File: src/rtl/calc_key_collector.sv
// Key-event collector: builds operand_1 / operator / operand_2 from keypad strobes and runs the assembler enable window.
// Every key takes effect on its own edge (1-cycle latency); there is no backpressure, so keys outside the legal grammar are ignored or force ERROR.
module calc_key_collector #(
  parameter int DATA_WIDTH = 8,
  parameter int MAX_DIGITS = 3,
  parameter int ASM_CYCLES = 17,
  parameter int KEY_ENTER  = 24,
  parameter int KEY_CLEAR  = 25
) (
  input  logic                  clock,
  input  logic                  reset,
  input  logic                  key_valid,
  input  logic [7:0]            key_code,
  output logic [DATA_WIDTH-1:0] operand_1,
  output logic [7:0]            operator,
  output logic [DATA_WIDTH-1:0] operand_2,
  output logic                  assembler_enable,
  output logic                  busy,
  output logic                  error,
  output logic [2:0]            state_dbg
);

  localparam int ACC_W = DATA_WIDTH + 4;
  localparam int CNT_W = $clog2(MAX_DIGITS + 1);
  localparam int CYC_W = (ASM_CYCLES > 1) ? $clog2(ASM_CYCLES) : 1;
  localparam logic [CNT_W-1:0] MAX_DIG_C = CNT_W'(MAX_DIGITS);
  localparam logic [CYC_W-1:0] ASM_LAST  = CYC_W'(ASM_CYCLES - 1);
  localparam logic [ACC_W-1:0] MAX_VAL   = ACC_W'({DATA_WIDTH{1'b1}});

  typedef enum logic [2:0] {
    ST_OP1  = 3'd0,
    ST_OP2  = 3'd1,
    ST_ASM  = 3'd2,
    ST_DONE = 3'd3,
    ST_ERR  = 3'd4
  } state_t;

  state_t                state_q, state_d;
  logic [DATA_WIDTH-1:0] operand_1_q, operand_1_d;
  logic [DATA_WIDTH-1:0] operand_2_q, operand_2_d;
  logic [7:0]            operator_q, operator_d;
  logic [CNT_W-1:0]      digit_count_q, digit_count_d;
  logic [CYC_W-1:0]      cycle_q, cycle_d;
  logic                  enable_q, enable_d;
  logic                  busy_q, busy_d;
  logic                  error_q, error_d;

  logic                  is_digit, is_op, is_enter, is_clear, digit_ok;
  logic [DATA_WIDTH-1:0] cur_operand;
  logic [ACC_W-1:0]      acc_new;

  assign is_digit = (key_code <= 8'd9);
  assign is_op    = (key_code >= 8'd20) && (key_code <= 8'd23);
  assign is_enter = (key_code == 8'(KEY_ENTER));
  assign is_clear = (key_code == 8'(KEY_CLEAR));

  // Widened so cur*10+d never wraps before the range test.
  assign cur_operand = (state_q == ST_OP2) ? operand_2_q : operand_1_q;
  assign acc_new     = ACC_W'(cur_operand) * ACC_W'(10) + ACC_W'(key_code[3:0]);
  assign digit_ok    = (digit_count_q < MAX_DIG_C) && (acc_new <= MAX_VAL);

  always_comb begin
    state_d       = state_q;
    operand_1_d   = operand_1_q;
    operand_2_d   = operand_2_q;
    operator_d    = operator_q;
    digit_count_d = digit_count_q;
    cycle_d       = cycle_q;

    if (state_q == ST_ASM) begin
      if (cycle_q == ASM_LAST) begin
        state_d = ST_DONE;
        cycle_d = '0;
      end else begin
        cycle_d = cycle_q + CYC_W'(1);
      end
    end

    if (key_valid) begin
      if (is_clear) begin
        state_d       = ST_OP1;
        operand_1_d   = '0;
        operand_2_d   = '0;
        operator_d    = '0;
        digit_count_d = '0;
        cycle_d       = '0;
      end else begin
        case (state_q)
          ST_OP1: begin
            if (is_digit) begin
              if (digit_ok) begin
                operand_1_d   = acc_new[DATA_WIDTH-1:0];
                digit_count_d = digit_count_q + CNT_W'(1);
              end else begin
                state_d = ST_ERR;
              end
            end else if (is_op) begin
              if (digit_count_q == '0) begin
                state_d = ST_ERR;
              end else begin
                operator_d    = key_code;
                digit_count_d = '0;
                state_d       = ST_OP2;
              end
            end else if (is_enter) begin
              state_d = ST_ERR;
            end
          end
          ST_OP2: begin
            if (is_digit) begin
              if (digit_ok) begin
                operand_2_d   = acc_new[DATA_WIDTH-1:0];
                digit_count_d = digit_count_q + CNT_W'(1);
              end else begin
                state_d = ST_ERR;
              end
            end else if (is_op) begin
              state_d = ST_ERR;
            end else if (is_enter) begin
              if ((digit_count_q == '0) ||
                  ((operator_q == 8'd23) && (operand_2_q == '0))) begin
                state_d = ST_ERR;
              end else begin
                state_d = ST_ASM;
                cycle_d = '0;
              end
            end
          end
          ST_DONE: begin
            // A fresh digit starts a new expression in place of the held one.
            if (is_digit) begin
              operand_1_d   = DATA_WIDTH'(key_code[3:0]);
              operand_2_d   = '0;
              operator_d    = '0;
              digit_count_d = CNT_W'(1);
              state_d       = ST_OP1;
            end
          end
          default: ;
        endcase
      end
    end

    enable_d = (state_d == ST_ASM);
    busy_d   = (state_d == ST_ASM);
    error_d  = (state_d == ST_ERR);
  end

  always_ff @(posedge clock) begin
    if (reset) begin
      state_q       <= ST_OP1;
      operand_1_q   <= '0;
      operand_2_q   <= '0;
      operator_q    <= '0;
      digit_count_q <= '0;
      cycle_q       <= '0;
      enable_q      <= 1'b0;
      busy_q        <= 1'b0;
      error_q       <= 1'b0;
    end else begin
      state_q       <= state_d;
      operand_1_q   <= operand_1_d;
      operand_2_q   <= operand_2_d;
      operator_q    <= operator_d;
      digit_count_q <= digit_count_d;
      cycle_q       <= cycle_d;
      enable_q      <= enable_d;
      busy_q        <= busy_d;
      error_q       <= error_d;
    end
  end

  assign operand_1        = operand_1_q;
  assign operand_2        = operand_2_q;
  assign operator         = operator_q;
  assign assembler_enable = enable_q;
  assign busy             = busy_q;
  assign error            = error_q;
  assign state_dbg        = state_q;

endmodule

File: config.mk
export PLATFORM = sky130hd
export DESIGN_NAME = calc_key_collector
export DESIGN_NICKNAME = d
export VERILOG_FILES = /design/src/rtl/calc_key_collector.sv
export SDC_FILE = /design/constraint.sdc
export NUM_CORES = 1
export LEC_CHECK = 0
export ABC_AREA = 1
export BUFFER_PORTS_ARGS = -buffer_cell sky130_fd_sc_hd__buf_4
export CORE_MARGIN = 4
export CORE_UTILIZATION = 39
export DETAILED_ROUTE_END_ITERATION = 10
export GPL_ROUTABILITY_DRIVEN = 0
export PLACE_DENSITY = 0.56
export SYNTH_ARGS = -nofsm -noshare
export SYNTH_HDL_FRONTEND = slang
export SYNTH_SLANG_ARGS = --single-unit
export TNS_END_PERCENT = 1
File: constraint.sdc
create_clock -name clock -period 4.55 [get_ports clock]
set_clock_uncertainty 0.1 [all_clocks]
set_input_delay 0.455 -clock clock [delete_from_list [all_inputs] [get_ports clock]]
set_output_delay 0.455 -clock clock [all_outputs]
set_load 0.02 [all_outputs]
==> summary.md <==
| Metric | Value |
|---|---|
| CTS max path bufs | `2` |
| Final hold vios | `0` |
| Clock period minus worst slack | `3.66 ns` |
| Hold Path Class | `flop to flop` |
| Critical Path RT | `4.67 ns` |
| Slew Viols, Final | `0` |
| Pre-CTS WS | `0.924 ns` |
| Die width | `90.1 um` |
| I/O pins | `41` |
| Pwr dens | `462 nW/um^2` |
| Vias in the first global route | `2370` |
| Non-Filler Cell Area, Final | `3110 sq um` |
| R2R setup slack | `0.89 ns` |
| Cells after Synth | `383` |
| RSZ-0062 raised after global routing | `false` |
| Initial Utilization | `40.7%` |
| Clock transition at the registers of the reported paths | `0.08 ns` |
| Mapped Area | `2630 sq um` |
| Initial DRC Count | `170` |
| # clock sinks | `36` |
| Commonest non-fill, non-tap cell in the layout | `nand2_1` |
| Max H-tree Level | `2` |
| Met3 routed WL | `309 um` |
| Status | `completed` |
| Startpoint types | `flop` |
| Post-DRT Antenna Nets | `0` |
| Ys Warns | `0` |
| Initial antenna violation count | `0` |
| Nets | `457` |
| Ys flop type | `dfxtp_1` |
| Final setup margin | `0.889 ns` |
| Core area | `6460 sq um` |
| Core Util, Final | `48.1%` |
| DRT met1 WL | `3650 um` |
| TritonCTS Buffers | `5` |
| Die Footprint | `8130 sq um` |
| Top-area cell type share of the netlist area | `27.4%` |
| P_leak | `0.00143 uW` |
| Relative slew slack | `61.6%` |
| Cell taking the most area after synthesis | `dfxtp_1` |
| WL/cell | `14.4 um` |
| Setup violations, final | `0` |
| CTS Hold Bufs | `0` |
| Largest net degree at the start of global routing | `20` |
| Fill cells | `707` |
| Highest routed layer | `met4` |
| Number of diodes | `0` |
| First-pass DRT Iterations | `4` |
| Synth Area per Inst | `6.87 sq um` |
| Fmax achieved | `273 MHz` |
| Post-synthesis net count | `415` |
| Layout cells sized above 1 | `18.8%` |
| PostCTS Resize Cnt | `0` |
| Power, Total | `1440 uW` |
| Met2 routed WL | `3190 um` |
| Post-synth EDFFs | `0` |
| Most area-consuming cells after synthesis | `dfxtp_1, nand2_1, ha_1` |
| Clock latency on the worst-skew pair | `0.29 ns` |
| Global route overflow | `0` |
| Ys async rst share | `0%` |
| TNS Setup | `0 ns` |
| Multi-input logic area | `1640 sq um` |
| Routed WL | `7220 um` |
| Post-CTS Setup Bufs | `0` |
| Row count | `29` |
| Chip height | `90.1 um` |
| Crit. End Element | `flop` |
| First-pass GRT wire length | `12000 um` |
| Sequential Area | `721 sq um` |
| Port Buffers | `40` |
| Post-DP Area | `3000 sq um` |
| DP HPWL | `5870 um` |
| Final routed DRC violation total | `0` |
| Total GRT Usage | `18.2%` |
| Area overhead of the layout relative to synthesis | `18.1%` |
| CTS root buf | `clkbuf_8` |
| Commonest cells after routing, fill and taps aside | `nand2_1, inv_1, nor2_1` |
| #FFs+latches synth | `36` |
| CP Class | `flop to flop` |
| Tcrit/Tclk final | `80.5%` |
| Seq/Total Area, Yosys | `27.4%` |
| Max Cap Viol | `0` |
| VDD IR max | `0.248 mV` |
| CP max FO | `19` |
| Yosys cell types | `38` |
| Via density | `5.04` |
| Worst Max-Slew Pin Slew | `0.571 ns` |
| CTS tree | `done` |
| Critical Path AT | `3.78 ns` |
| Detailed-route via count | `2534` |
metal layers:
layer  GRT usage [%]  vias to the layer above
met3            3.01                        6
met5               0                        -
met4            4.59                        0
met2            28.4                       49
li1                -                     1338
met1            26.1                     1141
through the flow:
stage	hold slack [ns]	instances
after floorplan	0.371	383
after global placement	0.348	495
after detailed placement	0.350	495
after CTS	0.365	503
after global routing	0.374	503
final	0.359	503
registers in the layout, indices dropped and copies added, names as in the netlist:
signal         cells
cycle_q            5
operator           8
operand_1          8
state_dbg          3
error              1
operand_2          8
digit_count_q      2
busy               1
cell type report:
class / instances / area share, %
multi-input cells: 279 / 52.9
flip-flops and latches: 36 / 23.2
repair buffers: 40 / 9.66
inverters: 63 / 7.61
well taps: 77 / 3.10
clock buffers: 5 / 2.21
clock inverters: 3 / 1.37
cells by family (layout without fill, tap and decap cells):
kind of cell	count (synthesis)	after routing	share of synthesized area, %
compound gates	74	74	16.4
flops	36	36	27.4
fa+ha+maj	21	21	10.6
xor+xnor	5	5	1.66
simple gates	179	179	33.8
buf+inv	68	111	10.2
synth_stat cells (3+ instances only):
cell / number
nand4_1: 10
o21ai_0: 18
nor3_2: 3
nand2_1: 64
nor2_1: 47
nor2_2: 4
nand2_2: 3
inv_1: 59
o21a_1: 7
ha_1: 19
nand3_1: 23
nand2_4: 4
xor2_1: 3
o21ai_1: 7
inv_2: 4
a21oi_1: 34
dfxtp_1: 36
nor3_1: 9
nor2_4: 5
critical path: stages, from the launching register on:
cell and delay, ns:
dfxtp_1 0.44, inv_2 0.09, nor2_4 0.13, nand2_4 0.15, o21ai_0 0.38, ha_1 0.31
ha_1 0.23, inv_1 0.07, fa_1 0.48, nor3_2 0.24, nand3_1 0.21, nand3_4 0.16
nand3_2 0.18, nand2_2 0.21, a21oi_1 0.06, nor3_1 0.14
power by group:
part	internal, uW	switching, uW	leakage (uW)
clock network	162	125	0.0000541
registers	384	56.3	0.000291
logic	249	459	0.00108
path summary, 6_finish.rpt:
path                            start                         to  cells after the start
max           state_dbg[0]$_SDFF_PP0_  operand_1[6]$_SDFFE_PP0P_                     15
min          operator[6]$_SDFFE_PP0P_   operator[6]$_SDFFE_PP0P_                      2
max reg2reg   state_dbg[0]$_SDFF_PP0_  operand_1[6]$_SDFFE_PP0P_                     15
min reg2reg  operator[6]$_SDFFE_PP0P_   operator[6]$_SDFFE_PP0P_                      2
Note: power is estimated with default switching activity, not from simulation.
